File: src/rtl/cache_access_ctrl.sv
// Request sequencer for a 2-way set-associative cache: owns tag/valid/LRU state,
// performs hit/miss lookup, sequences 4-word line refills and write-through stores.
module cache_access_ctrl #(
    parameter int TAGW = 6,
    parameter int DW   = 16
) (
    input  logic            clk,
    input  logic            reset,
    input  logic            CpuReq,
    input  logic            CpuWe,
    input  logic [TAGW+5:0] CpuAddr,
    input  logic [DW-1:0]   CpuWdata,
    output logic            CpuReady,
    output logic            CpuDone,
    output logic [DW-1:0]   CpuRdata,
    output logic [3:0]      SetIndex,
    output logic            SetEnable,
    output logic            DataWay,
    output logic [1:0]      DataWord,
    output logic            DataWe,
    output logic [DW-1:0]   DataWdata,
    input  logic [DW-1:0]   DataRdata,
    output logic            MemRdReq,
    output logic            MemWrReq,
    output logic [TAGW+5:0] MemAddr,
    output logic [DW-1:0]   MemWdata,
    input  logic            MemRdValid,
    input  logic [DW-1:0]   MemRdata,
    input  logic            MemWrAck
);

    typedef enum logic [2:0] {
        ST_IDLE   = 3'd0,
        ST_LOOKUP = 3'd1,
        ST_REFILL = 3'd2,
        ST_WRITE  = 3'd3,
        ST_DONE   = 3'd4
    } state_t;

    state_t r_state;
    state_t w_state_next;

    logic [TAGW+5:0] r_addr;
    logic            r_we;
    logic [DW-1:0]   r_wdata;
    logic [DW-1:0]   r_rdata;
    logic [TAGW-1:0] r_tag [0:1][0:15];
    logic [15:0]     r_valid [0:1];
    logic [15:0]     r_lru;
    logic            r_victim;
    logic [1:0]      r_cnt;

    logic [TAGW-1:0] w_tag;
    logic [3:0]      w_idx;
    logic [1:0]      w_off;
    logic            w_hit0;
    logic            w_hit1;
    logic            w_hit;
    logic            w_hit_way;
    logic            w_victim;
    logic            w_last_word;

    assign w_tag       = r_addr[TAGW+5:6];
    assign w_idx       = r_addr[5:2];
    assign w_off       = r_addr[1:0];
    assign w_hit0      = r_valid[0][w_idx] && (r_tag[0][w_idx] == w_tag);
    assign w_hit1      = r_valid[1][w_idx] && (r_tag[1][w_idx] == w_tag);
    assign w_hit       = w_hit0 || w_hit1;
    assign w_hit_way   = w_hit1;
    // Fill an empty way before evicting; otherwise the LRU bit names the victim.
    assign w_victim    = !r_valid[0][w_idx] ? 1'b0 :
                         !r_valid[1][w_idx] ? 1'b1 : r_lru[w_idx];
    assign w_last_word = MemRdValid && (r_cnt == 2'd3);

    assign CpuReady = (r_state == ST_IDLE);
    assign CpuDone  = (r_state == ST_DONE);
    assign CpuRdata = r_rdata;
    assign SetIndex = w_idx;

    // State register.
    always_ff @(posedge clk or posedge reset) begin
        if (reset) begin
            r_state <= ST_IDLE;
        end else begin
            r_state <= w_state_next;
        end
    end

    // Next-state decode.
    always_comb begin
        w_state_next = r_state;
        case (r_state)
            ST_IDLE: begin
                if (CpuReq) begin
                    w_state_next = ST_LOOKUP;
                end else begin
                    w_state_next = ST_IDLE;
                end
            end
            ST_LOOKUP: begin
                if (r_we) begin
                    w_state_next = ST_WRITE;
                end else if (w_hit) begin
                    w_state_next = ST_DONE;
                end else begin
                    w_state_next = ST_REFILL;
                end
            end
            ST_REFILL: begin
                if (w_last_word) begin
                    w_state_next = ST_DONE;
                end else begin
                    w_state_next = ST_REFILL;
                end
            end
            ST_WRITE: begin
                if (MemWrAck) begin
                    w_state_next = ST_DONE;
                end else begin
                    w_state_next = ST_WRITE;
                end
            end
            ST_DONE: w_state_next = ST_IDLE;
            default: w_state_next = ST_IDLE;
        endcase
    end

    // Request capture, tag/valid/LRU bookkeeping, refill counter and load result.
    always_ff @(posedge clk or posedge reset) begin
        if (reset) begin
            r_addr   <= {(TAGW+6){1'b0}};
            r_we     <= 1'b0;
            r_wdata  <= {DW{1'b0}};
            r_rdata  <= {DW{1'b0}};
            r_lru    <= 16'h0000;
            r_victim <= 1'b0;
            r_cnt    <= 2'd0;
            r_valid[0] <= 16'h0000;
            r_valid[1] <= 16'h0000;
            for (int s = 0; s < 16; s++) begin
                r_tag[0][s] <= {TAGW{1'b0}};
                r_tag[1][s] <= {TAGW{1'b0}};
            end
        end else begin
            case (r_state)
                ST_IDLE: begin
                    if (CpuReq) begin
                        r_addr  <= CpuAddr;
                        r_we    <= CpuWe;
                        r_wdata <= CpuWdata;
                    end
                end
                ST_LOOKUP: begin
                    if (w_hit) begin
                        r_lru[w_idx] <= ~w_hit_way;
                        if (!r_we) begin
                            r_rdata <= DataRdata;
                        end
                    end else if (!r_we) begin
                        // Invalidate now so an interrupted refill never leaves a stale line.
                        r_victim <= w_victim;
                        r_cnt    <= 2'd0;
                        r_valid[w_victim][w_idx] <= 1'b0;
                    end
                end
                ST_REFILL: begin
                    if (MemRdValid) begin
                        r_cnt <= r_cnt + 2'd1;
                        if (r_cnt == w_off) begin
                            r_rdata <= MemRdata;
                        end
                        if (r_cnt == 2'd3) begin
                            r_tag[r_victim][w_idx]   <= w_tag;
                            r_valid[r_victim][w_idx] <= 1'b1;
                            r_lru[w_idx]             <= ~r_victim;
                        end
                    end
                end
                default: begin
                end
            endcase
        end
    end

    // Data-array and memory-side strobes; every write strobe is paired with SetEnable.
    always_comb begin
        SetEnable = 1'b0;
        DataWay   = 1'b0;
        DataWord  = 2'd0;
        DataWe    = 1'b0;
        DataWdata = {DW{1'b0}};
        MemRdReq  = 1'b0;
        MemWrReq  = 1'b0;
        MemAddr   = {(TAGW+6){1'b0}};
        MemWdata  = {DW{1'b0}};
        case (r_state)
            ST_LOOKUP: begin
                SetEnable = 1'b1;
                DataWord  = w_off;
                if (w_hit) begin
                    DataWay = w_hit_way;
                end else begin
                    DataWay = 1'b0;
                end
                if (r_we && w_hit) begin
                    DataWe    = 1'b1;
                    DataWdata = r_wdata;
                end else if (!r_we && !w_hit) begin
                    MemRdReq = 1'b1;
                    MemAddr  = {w_tag, w_idx, 2'b00};
                end else begin
                    DataWe = 1'b0;
                end
            end
            ST_REFILL: begin
                DataWay  = r_victim;
                DataWord = r_cnt;
                if (MemRdValid) begin
                    SetEnable = 1'b1;
                    DataWe    = 1'b1;
                    DataWdata = MemRdata;
                end else begin
                    SetEnable = 1'b0;
                end
            end
            ST_WRITE: begin
                MemWrReq = 1'b1;
                MemAddr  = r_addr;
                MemWdata = r_wdata;
            end
            default: begin
                SetEnable = 1'b0;
            end
        endcase
    end

endmodule

File: config.mk
export PLATFORM = sky130hd
export DESIGN_NAME = cache_access_ctrl
export DESIGN_NICKNAME = d
export VERILOG_FILES = /design/src/rtl/cache_access_ctrl.sv
export SDC_FILE = /design/constraint.sdc
export NUM_CORES = 1
export LEC_CHECK = 0
export BUFFER_PORTS_ARGS = -buffer_cell sky130_fd_sc_hd__buf_2
export CORE_UTILIZATION = 42
export CTS_CLUSTER_DIAMETER = 200
export DETAILED_ROUTE_END_ITERATION = 10
export SLEW_MARGIN = 15
export SYNTH_ARGS = -nofsm -noshare
export SYNTH_HDL_FRONTEND = slang
export SYNTH_SLANG_ARGS = --single-unit
File: constraint.sdc
create_clock -name clk -period 18.7 [get_ports clk]
set_clock_uncertainty 0.05 [all_clocks]
set_input_delay 0.935 -clock clk [delete_from_list [all_inputs] [get_ports clk]]
set_output_delay 0.935 -clock clk [all_outputs]
set_load 0.01 [all_outputs]
==> results of run 1 <==
-- routing by layer --
layer	share of wire	routed length (um)	vias to the layer above
li1	-	-	4461
met1	0.44	17100	5150
met2	0.47	18400	354
met3	0.057	2200	81
met4	0.027	1070	0
met5	0	0	-
-- cells in the mapped netlist (17+ instances only) --
cell type / n
o32a_1: 26
a211oi_1: 17
and3_1: 25
nor2_1: 47
nand2_1: 82
mux2i_1: 41
mux2_2: 208
mux4_2: 42
inv_1: 26
o21ai_0: 40
dfrtp_1: 291
clkbuf_1: 54
-- cell type report --
type	count	share of cell area
inverters	27	0.00652
clock inverters	8	0.00517
repair buffers	152	0.0477
flip-flops and latches	291	0.437
multi-input cells	740	0.404
well taps	448	0.0336
clock buffers	53	0.0662
-- cells by family (layout without fill, tap and decap cells) --
group / Yosys count / count (layout)
muxes: 307 / 307
DFF: 291 / 291
and+or+nand+nor: 240 / 240
AOI/OAI and AO/OA: 181 / 181
buffers and inverters: 116 / 240
xor gates and xnor gates: 11 / 11
adders and majority gates: 1 / 1
-- stage by stage --
| step | cell area, um2 | total power [mW] | util | hold slack (ns) |
|---|---|---|---|---|
| finish | 16700 | 2.38 | 0.493 | 0.429 |
| global route | 16700 | 2.50 | 0.493 | 0.449 |
| CTS | 16700 | 2.40 | 0.493 | 0.431 |
| detailed placement | 15500 | 1.70 | 0.457 | 0.419 |
| global placement | 15500 | 1.69 | 0.457 | 0.407 |
| floorplan | 14600 | 1.46 | - | 0.395 |
-- power by group --
| part | internal, mW | switching, mW | leakage (nW) |
|---|---|---|---|
| clock network | 0.422 | 0.266 | 0.595 |
| logic | 0.343 | 0.483 | 3.42 |
| registers | 0.736 | 0.135 | 3.87 |
-- flip-flops by register name, summed over array words and instances, names as in the netlist --
signal / cells
r_state: 3
CpuRdata: 16
r_lru: 16
r_cnt: 2
r_wdata: 16
r_tag: 192
r_we: 1
r_victim: 1
r_valid: 32
r_addr: 12
-- how the worst max path moves through the flow --
| stage | start | endpoint | depth (start not counted) |
|---|---|---|---|
| 2_1_floorplan | reset | CpuRdata[0]$_DFFE_PP0P_ | 1 |
| 3_3_place_gp | r_addr[3]$_DFFE_PP0P_ | DataWdata[10] | 10 |
| 3_5_place_dp | r_addr[3]$_DFFE_PP0P_ | DataWdata[14] | 10 |
| 4_1_cts | r_addr[3]$_DFFE_PP0P_ | DataWdata[14] | 10 |
| 5_1_grt | r_addr[3]$_DFFE_PP0P_ | DataWdata[14] | 10 |
| 6_report | r_addr[3]$_DFFE_PP0P_ | DataWdata[14] | 10 |
-- worst max-delay path: cells and delay by family (launching register included) --
family                 cells  cell delay (ns)
AOI/OAI and AO/OA          5             1.28
buffers and inverters      2             0.70
DFF                        1             0.98
and+or+nand+nor            3             1.86
==> results.json, run 1 <==
{
  "hp-start": "r_tag[56]$_DFFE_PP0P_",
  "cts_buffer_depth": 3,
  "worst_pin_slew_ns": 1.06,
  "track_usage": 0.222,
  "synth_top_family_by_area": "multiplexers",
  "synth_top_area_frac": 0.499,
  "via_count": 10000,
  "post-synth-top-area-cell": "dfrtp_1",
  "critPathMaxStageDelay_ns": 0.98,
  "r2r-end": "r_state[2]$_DFF_PP0_",
  "cts_resized": 0,
  "grtUsageMet1": 0.307,
  "status": "finished clean",
  "slew_violations": 0,
  "cap_violations": 0,
  "overflow": 0,
  "ir_drop_mv": 0.139,
  "cts_buffers": 35,
  "final_cell_mix": "288 x dfrtp_1, 208 x mux2_2, 138 x buf_2",
  "worstPathRequired_ns": 17.72,
  "detail-route-antenna-nets": 0,
  "dieArea_um2": 35500,
  "p_per_area_nw_per_um2": 143,
  "synth_fa_ha_area_frac": 0.000857,
  "final_common_cell": "dfrtp_1",
  "hold_viol_final": 0,
  "n_antenna_cell": 0,
  "slowest_stage": "dfrtp_4",
  "drtPass1Iterations": 5,
  "path_class": "register to output pin",
  "rsz0062_at_grt": "false",
  "cts_hold_buffers": 0,
  "synthSimpleGateAreaFrac": 0.0849,
  "initial_core_util": 0.431,
  "hold_end": "r_tag[56]$_DFFE_PP0P_",
  "maxSlewHeadroom": 0.291,
  "place_ws_ns": 12.86,
  "drive_gt1_frac": 0.387,
  "clock_latency_ns": 0.51,
  "register_area_um2": 7290,
  "area_growth_pct": 14.3,
  "dpl.hpwl_um": 25600,
  "grt_pass1_vias": 10200,
  "netlist-cell-type-count": 70,
  "ys_seq_area_frac": 0.499,
  "fill_cells": 3027,
  "yosys_warnings": 0,
  "met2_usage": 0.359,
  "worst_setup_path_end_kind": "output pin",
  "hold_depth": 2,
  "post_cts_buffers": 0,
  "fmax_mhz": 157,
  "place_inst": 1658,
  "start_kind": "register",
  "cts_root_buffer": "clkbuf_16",
  "antenna_found_initial": 0,
  "place_congestion": 0.870,
  "async_flop_share": 1.00,
  "post_synth.cell_area_avg_um2": 12.7,
  "instances_no_fill": 1719,
  "synth_area_um2": 14600,
  "ff2ff_path_depth": 9,
  "place.port_buffers": 138,
  "syn-num-nets": 1214,
  "synth_edf_count": 0,
  "synth.mux.area_fraction": 0.268,
  "ys.flop_type": "dfrtp_1",
  "initialDrtViolationCount": 696,
  "synthCells": 1147,
  "ctsHtreeMaxLevel": 2,
  "hp-class": "register to register",
  "post-route-min-period_ns": 6.36,
  "r2r_start": "r_addr[3]$_DFFE_PP0P_",
  "synth.area.top_cells": "dfrtp_1 50%, mux2_2 16%, mux4_2 6.5%",
  "p_leak_nw": 7.89,
  "multi_input_area_um2": 6740,
  "worst-endpoint-arrival_ns": 5.38,
  "finalSetupViolations": 0,
  "final_min_period_over_clock_period": 0.340,
  "drc_errors": 0,
  "worstPathCellList": "buf_4 -> nor2b_1 -> a22oi_1 -> a21o_1 -> a2111oi_0 -> a31oi_1 -> or3_1 -> nand2_1 -> a32o_1 -> buf_2",
  "fin_setup_tns_ns": 0,
  "cts_tree": "built",
  "synth-xor-area-share": 0.00660,
  "finalWorstSetupSlack_ns": 12.34,
  "cp_max_fo": 49,
  "yosys_register_bits": 291,
  "ios": 139,
  "top_usage_layer": "met2",
  "grtUsageMet3": 0.0359,
  "die-height_um": 188,
  "cts_sinks": 291,
  "reg2reg_slack_ns": 13.88,
  "core_um2": 33900,
  "wl_per_cell_um": 22.6,
  "vias_per_cell": 5.84,
  "core.rowCount": 67,
  "fp.dieW_um": 188,
  "layout.nets": 1314,
  "grt_pass1_wl_um": 61100,
  "grt_max_degree": 142,
  "clk_pin_slew_ns": 0.06,
  "synth_compound_area_frac": 0.100,
  "wl_um": 38800
}
Power figures use the tool's default switching activity.
==> inputs of run 2 (changes only) <==
--- a/config.mk
+++ b/config.mk
@@ -5,6 +5,7 @@
 export SDC_FILE = /design/constraint.sdc
 export NUM_CORES = 1
 export LEC_CHECK = 0
+export ABC_AREA = 1
 export BUFFER_PORTS_ARGS = -buffer_cell sky130_fd_sc_hd__buf_2
 export CORE_UTILIZATION = 42
 export CTS_CLUSTER_DIAMETER = 200
==> constraint.sdc (replaced) <==
create_clock -name clk -period 6.6 [get_ports clk]
set_clock_uncertainty 0.05 [all_clocks]
set_input_delay 0.33 -clock clk [delete_from_list [all_inputs] [get_ports clk]]
set_output_delay 0.33 -clock clk [all_outputs]
set_load 0.01 [all_outputs]
==> run 2 against run 1 <==
Die area up 0.31%. Highest routed layer unchanged. First-iteration DRC count up 130%. Largest cell class unchanged. Clock power rose to 2.6 times the previous value. Design area down 0.64%. Setup slack worse by 11 ns.
==> results.json, run 2 <==
{
  "place_ws_ns": 1.97,
  "grt_pass1_vias": 12800,
  "synth_area_um2": 14600,
  "drive_gt1_frac": 0.111,
  "core.rowCount": 68,
  "fin_area_um2": 16600,
  "finalWorstSetupSlack_ns": 1.28,
  "worstPathRequired_ns": 6.22,
  "yosys_register_bits": 291,
  "p_sw_mw": 2.88,
  "grt_max_degree": 74,
  "hold_viol_final": 0,
  "place_area_um2": 15500,
  "post_synth.cell_area_avg_um2": 7.28,
  "place_inst": 2494,
  "ys_seq_area_frac": 0.497,
  "post_cts_buffers": 0,
  "largest_reg_flops": 192,
  "cts_root_buffer": "clkbuf_16",
  "seq_power_share": 0.355,
  "cts_hold_buffers": 0,
  "finalSetupViolations": 0,
  "grt_pass1_wl_um": 75300,
  "rsz0062_at_grt": "false",
  "reg2reg_slack_ns": 1.87,
  "syn-num-nets": 2079,
  "drc_errors": 0,
  "antenna_found_initial": 0,
  "r2r_start": "r_addr[2]$_DFFE_PP0P_",
  "fmax_mhz": 188,
  "cp_max_fo": 51,
  "status": "finished clean",
  "fin_setup_tns_ns": 0,
  "synth_top_area_frac": 0.497,
  "maxSlewHeadroom": 0.270,
  "hp-class": "input pin to asynchronous set/reset pin",
  "dpl.hpwl_um": 32100,
  "async_flop_share": 1.00,
  "p_int_mw": 3.75,
  "final_common_cell": "nand2_1",
  "comb_power_share": 0.370,
  "switching_share": 0.435,
  "track_usage": 0.271,
  "core_um2": 34500,
  "ir_drop_mv": 0.198,
  "initial_core_util": 0.425,
  "top_register": "r_tag",
  "yosys_warnings": 0,
  "ff2ff_path_depth": 15,
  "instances_no_fill": 2551,
  "ios": 139,
  "layout.nets": 2143,
  "slew_violations": 0,
  "largestRegisters": "r_tag: 192 flops, r_valid: 32 flops",
  "detail-route-antenna-nets": 0,
  "cts_buffer_depth": 3,
  "fill_cells": 3466,
  "synth.area.top_cells": "dfrtp_1 50%, nand2_1 23%, o21ai_0 8.1%",
  "post-route-min-period_ns": 5.32,
  "die-height_um": 189,
  "cap_violations": 0,
  "pwr-share-clk": 0.275,
  "worst-endpoint-arrival_ns": 4.94,
  "post-synth-top-count-cell": "nand2_1",
  "place_congestion": 0.940,
  "p_leak_nw": 8.39,
  "r2r-end": "r_valid[17]$_DFFE_PP0P_",
  "worst_pin_slew_ns": 1.09,
  "via_count": 13800,
  "ys.flop_type": "dfrtp_1",
  "clock_latency_ns": 0.53,
  "n_antenna_cell": 0,
  "cts_buffers": 35,
  "synthCells": 2012,
  "netlist-cell-type-count": 28,
  "synth_edf_count": 0,
  "clk_pin_slew_ns": 0.06,
  "worst_setup_path_end_kind": "output pin",
  "post-synth-top-area-cell": "dfrtp_1",
  "p_per_area_nw_per_um2": 400,
  "place.port_buffers": 138,
  "drtPass1Iterations": 6,
  "cts_resized": 0,
  "cts_sinks": 291,
  "fp.dieW_um": 189,
  "wl_um": 48200,
  "path_class": "register to output pin",
  "totalPowerFinal_mw": 6.63,
  "final_min_period_over_clock_period": 0.806,
  "area_growth_pct": 13.2,
  "dieArea_um2": 35600,
  "synth.cells.most_frequent": "884 x nand2_1, 291 x dfrtp_1, 237 x o21ai_0",
  "start_kind": "register",
  "final_cell_mix": "883 x nand2_1, 290 x dfrtp_1, 237 x o21ai_0",
  "ctsHtreeMaxLevel": 2,
  "cts_tree": "built",
  "overflow": 0,
  "initialDrtViolationCount": 1584,
  "vias_per_cell": 5.43,
  "wl_per_cell_um": 18.9
}
-- run 2: cell types whose count changed after synthesis, sizes merged, moves of 41 or more --
cell	change
a21oi	+46
inv	+58
mux2	-224
mux2i	-41
mux4	-42
nand2	+806
nand3	+53
nand4	+48
nor2	+65
o21ai	+225
-- run 2: routing by layer --
layer	routed length, um	vias up	GRT usage	share of wire
li1	-	6591	-	-
met1	22300	6626	0.407	0.46
met2	21200	549	0.407	0.44
met3	3470	82	0.0404	0.072
met4	1090	0	0.0710	0.023
met5	0	-	0	0
-- run 2: per-stage QoR --
step / hold slack, ns / utilization
after floorplan: 0.387 / -
after global placement: 0.401 / 0.450
after detailed placement: 0.404 / 0.450
after CTS: 0.000242 / 0.481
after global routing: 0.0113 / 0.481
final: 0.000885 / 0.481
-- run 2: cell type report --
class	instances	area (um2)	area share
clock buffers	51	1030	0.0620
clock inverters	6	47.5	0.00287
inverters	87	330	0.0199
multi-input cells	1498	6440	0.389
flip-flops and latches	291	7280	0.439
well taps	455	569	0.0343
repair buffers	163	878	0.0530
-- run 2: critical path, stage by stage (launching register included) --
cell and delay (ns):
dfrtp_2 0.53, buf_4 0.38, nor2_4 0.81, nand2_1 0.13
nand3_1 0.13, nand2_1 0.09, nand2_1 0.10, nor2_1 0.05
nand2_1 0.05, nand2_1 0.05, nand2_1 0.07, nor2_1 0.05
nand2_1 0.70, nand4_2 0.61, a21oi_1 0.45, buf_2 0.20
-- run 2: how the worst max path moves through the flow --
stage	from	endpoint	slack [ns]	cells past startpoint
2_1_floorplan	reset	CpuRdata[0]$_DFFE_PP0P_	2.36	1
6_report	r_addr[2]$_DFFE_PP0P_	MemAddr[3]	1.28	15
4_1_cts	r_addr[2]$_DFFE_PP0P_	MemAddr[3]	1.40	15
3_5_place_dp	r_addr[2]$_DFFE_PP0P_	MemAddr[3]	1.97	15
5_1_grt	r_addr[2]$_DFFE_PP0P_	MemAddr[3]	1.08	15
3_3_place_gp	r_addr[2]$_DFFE_PP0P_	MemAddr[3]	2.01	17
-- run 2: power groups by stage --
stage	Sequential [mW]	Combinational, mW	Clock [mW]
after CTS	2.34	2.42	1.85
final	2.35	2.46	1.82
after detailed placement	2.37	2.42	0
after global routing	2.38	2.67	1.92
after floorplan	2.28	1.61	0
after global placement	2.37	2.40	0
-- run 2: logic make-up (layout without fill, tap and decap cells) --
kind of cell	after synthesis	after routing	share of synthesized area
compound gates	358	358	0.127
fa+ha+maj	1	1	0.000854
buf+inv	223	307	0.0633
flops	291	291	0.497
simple gates	1139	1139	0.311
==> inputs of run 3 (changes only) <==
--- a/config.mk
+++ b/config.mk
@@ -5,7 +5,7 @@
 export SDC_FILE = /design/constraint.sdc
 export NUM_CORES = 1
 export LEC_CHECK = 0
-export ABC_AREA = 1
+export ABC_AREA = 0
 export BUFFER_PORTS_ARGS = -buffer_cell sky130_fd_sc_hd__buf_2
 export CORE_UTILIZATION = 42
 export CTS_CLUSTER_DIAMETER = 200
==> constraint.sdc (replaced) <==
create_clock -name clk -period 4.7 [get_ports clk]
set_clock_uncertainty 0.05 [all_clocks]
set_input_delay 0.235 -clock clk [delete_from_list [all_inputs] [get_ports clk]]
set_output_delay 0.235 -clock clk [all_outputs]
set_load 0.01 [all_outputs]
==> run 3 against run 2 <==
Sequential power up 46%. Clock power up 45%. Combinational power up 48%. Critical path depth down 4. Hold slack better by 0.019 ns. Flip-flop and latch count unchanged. Critical endpoint is now DataWdata[6].
==> results.json, run 3 (synthesis gave the netlist of run 1 again) <==
{
  "core.rowCount": 67,
  "core_um2": 33900,
  "fmax_mhz": 224,
  "worst_setup_path_end_kind": "output pin",
  "clock_latency_ns": 0.53,
  "finalSetupViolations": 0,
  "vias_per_cell": 5.77,
  "clk_pin_slew_ns": 0.06,
  "layout.nets": 1375,
  "ctsHtreeMaxLevel": 2,
  "place_congestion": 0.850,
  "cts_root_buffer": "clkbuf_16",
  "pwr-share-clk": 0.271,
  "hold_slack_ns": 0.0195,
  "ir_drop_mv": 0.314,
  "final_min_period_over_clock_period": 0.949,
  "n_antenna_cell": 0,
  "fill_cells": 2981,
  "cts_buffers": 34,
  "fin_setup_tns_ns": 0,
  "largest_reg_flops": 192,
  "worst-endpoint-arrival_ns": 4.17,
  "place_ws_ns": 0.582,
  "cts_tree": "built",
  "track_usage": 0.226,
  "totalPowerFinal_mw": 9.69,
  "initial_core_util": 0.431,
  "detail-route-antenna-nets": 0,
  "ios": 139,
  "drtPass1Iterations": 4,
  "hold_viol_final": 0,
  "final_common_cell": "dfrtp_1",
  "wl_per_cell_um": 22.1,
  "worstPathRequired_ns": 4.41,
  "path_class": "register to output pin",
  "p_int_mw": 6.07,
  "wl_um": 39400,
  "status": "finished clean",
  "seq_power_share": 0.355,
  "top_register": "r_tag",
  "post-route-util": 0.508,
  "initialDrtViolationCount": 657,
  "instances_no_fill": 1779,
  "grt_max_degree": 141,
  "start_kind": "register",
  "finalWorstSetupSlack_ns": 0.240,
  "grt_pass1_wl_um": 62300,
  "p_leak_nw": 8.14,
  "rsz0062_at_grt": "false",
  "dieArea_um2": 35500,
  "drive_gt1_frac": 0.385,
  "fin_area_um2": 17200,
  "comb_power_share": 0.374,
  "die-height_um": 188,
  "cap_violations": 0,
  "area_growth_pct": 17.9,
  "cts_sinks": 291,
  "via_count": 10300,
  "fp.dieW_um": 188,
  "antenna_found_initial": 0,
  "grt_pass1_vias": 10500,
  "dpl.hpwl_um": 26500,
  "largestRegisters": "r_tag: 192 flops, r_valid: 32 flops",
  "switching_share": 0.374,
  "hp-class": "input pin to register",
  "worst_pin_slew_ns": 1.03,
  "final_cell_mix": "288 x dfrtp_1, 208 x mux2_2, 138 x buf_2",
  "place.port_buffers": 138,
  "place_area_um2": 15700,
  "drc_errors": 0,
  "cp_max_fo": 22,
  "slew_violations": 0,
  "place_inst": 1678,
  "p_sw_mw": 3.63,
  "overflow": 0,
  "register_area_um2": 7290,
  "post-route-min-period_ns": 4.46,
  "maxSlewHeadroom": 0.314,
  "multi_input_area_um2": 6740,
  "cts_buffer_depth": 3,
  "p_per_area_nw_per_um2": 563
}
-- run 3: cell types whose count changed in the layout (fill, tap and decap cells not counted), moves of 33 or more --
cell,change
a21oi_1,-46
dlygate4sd3_1,+33
inv_1,-54
mux2_2,+208
mux2i_1,+41
mux4_2,+42
nand2_1,-801
nand3_1,-53
nand4_1,-47
nor2_1,-64
o21ai_0,-197
-- run 3: final timing paths --
check,slack [ns],start,depth (start not counted),endpoint
worst max-delay path,0.24,r_addr[2]$_DFFE_PP0P_,11,DataWdata[6]
max in group asynchronous,3.01,reset,4,r_tag[124]$_DFFE_PP0P_
min in group asynchronous,0.37,reset,3,r_wdata[15]$_DFFE_PP0P_
worst min-delay path,0.02,MemRdValid,4,r_state[1]$_DFF_PP0_
worst min register to register,0.43,r_tag[33]$_DFFE_PP0P_,2,r_tag[33]$_DFFE_PP0P_
worst max register to register,0.81,r_addr[5]$_DFFE_PP0P_,7,CpuRdata[12]$_DFFE_PP0P_
-- run 3: cell type report --
cell class                 instances  share of cell area
tap                              448              0.0326
timing repair buffer             214              0.0817
clock inverter                     5             0.00436
inverter                          27             0.00610
clock buffer                      54              0.0602
multi-input combinational        740               0.391
sequential                       291               0.424
-- run 3: metal layers --
metal,up-vias,global-route usage,part of all wire
met3,68,0.0337,0.047
met5,-,0,0
met4,0,0.0602,0.026
met1,5338,0.318,0.46
met2,271,0.364,0.47
li1,4590,-,-
-- run 3: power groups by stage --
stage / Combinational [mW] / Sequential (mW) / Clock (mW)
2_1_floorplan: 2.61 / 3.19 / 0
3_3_place_gp: 3.43 / 3.51 / 0
3_5_place_dp: 3.46 / 3.53 / 0
4_1_cts: 3.49 / 3.49 / 2.68
5_1_grt: 3.88 / 3.51 / 2.77
6_report: 3.63 / 3.44 / 2.63
-- run 3: critical path, cell delays in order (launching register included) --
cell	delay, ns
dfrtp_4	0.67
buf_4	0.25
and2_0	0.42
a22oi_1	0.20
a21o_1	0.20
a2111oi_0	0.39
a31oi_1	0.19
or3_1	0.53
nand2_1	0.11
buf_4	0.30
a32o_1	0.23
buf_2	0.14
-- run 3: timing repair --
item,4_1_cts,5_1_grt
endpoints found under the hold margin,63,0
setup endpoints to repair,0,22
hold buffers,33,0
setup buffers,0,9
gates resized for setup,0,2
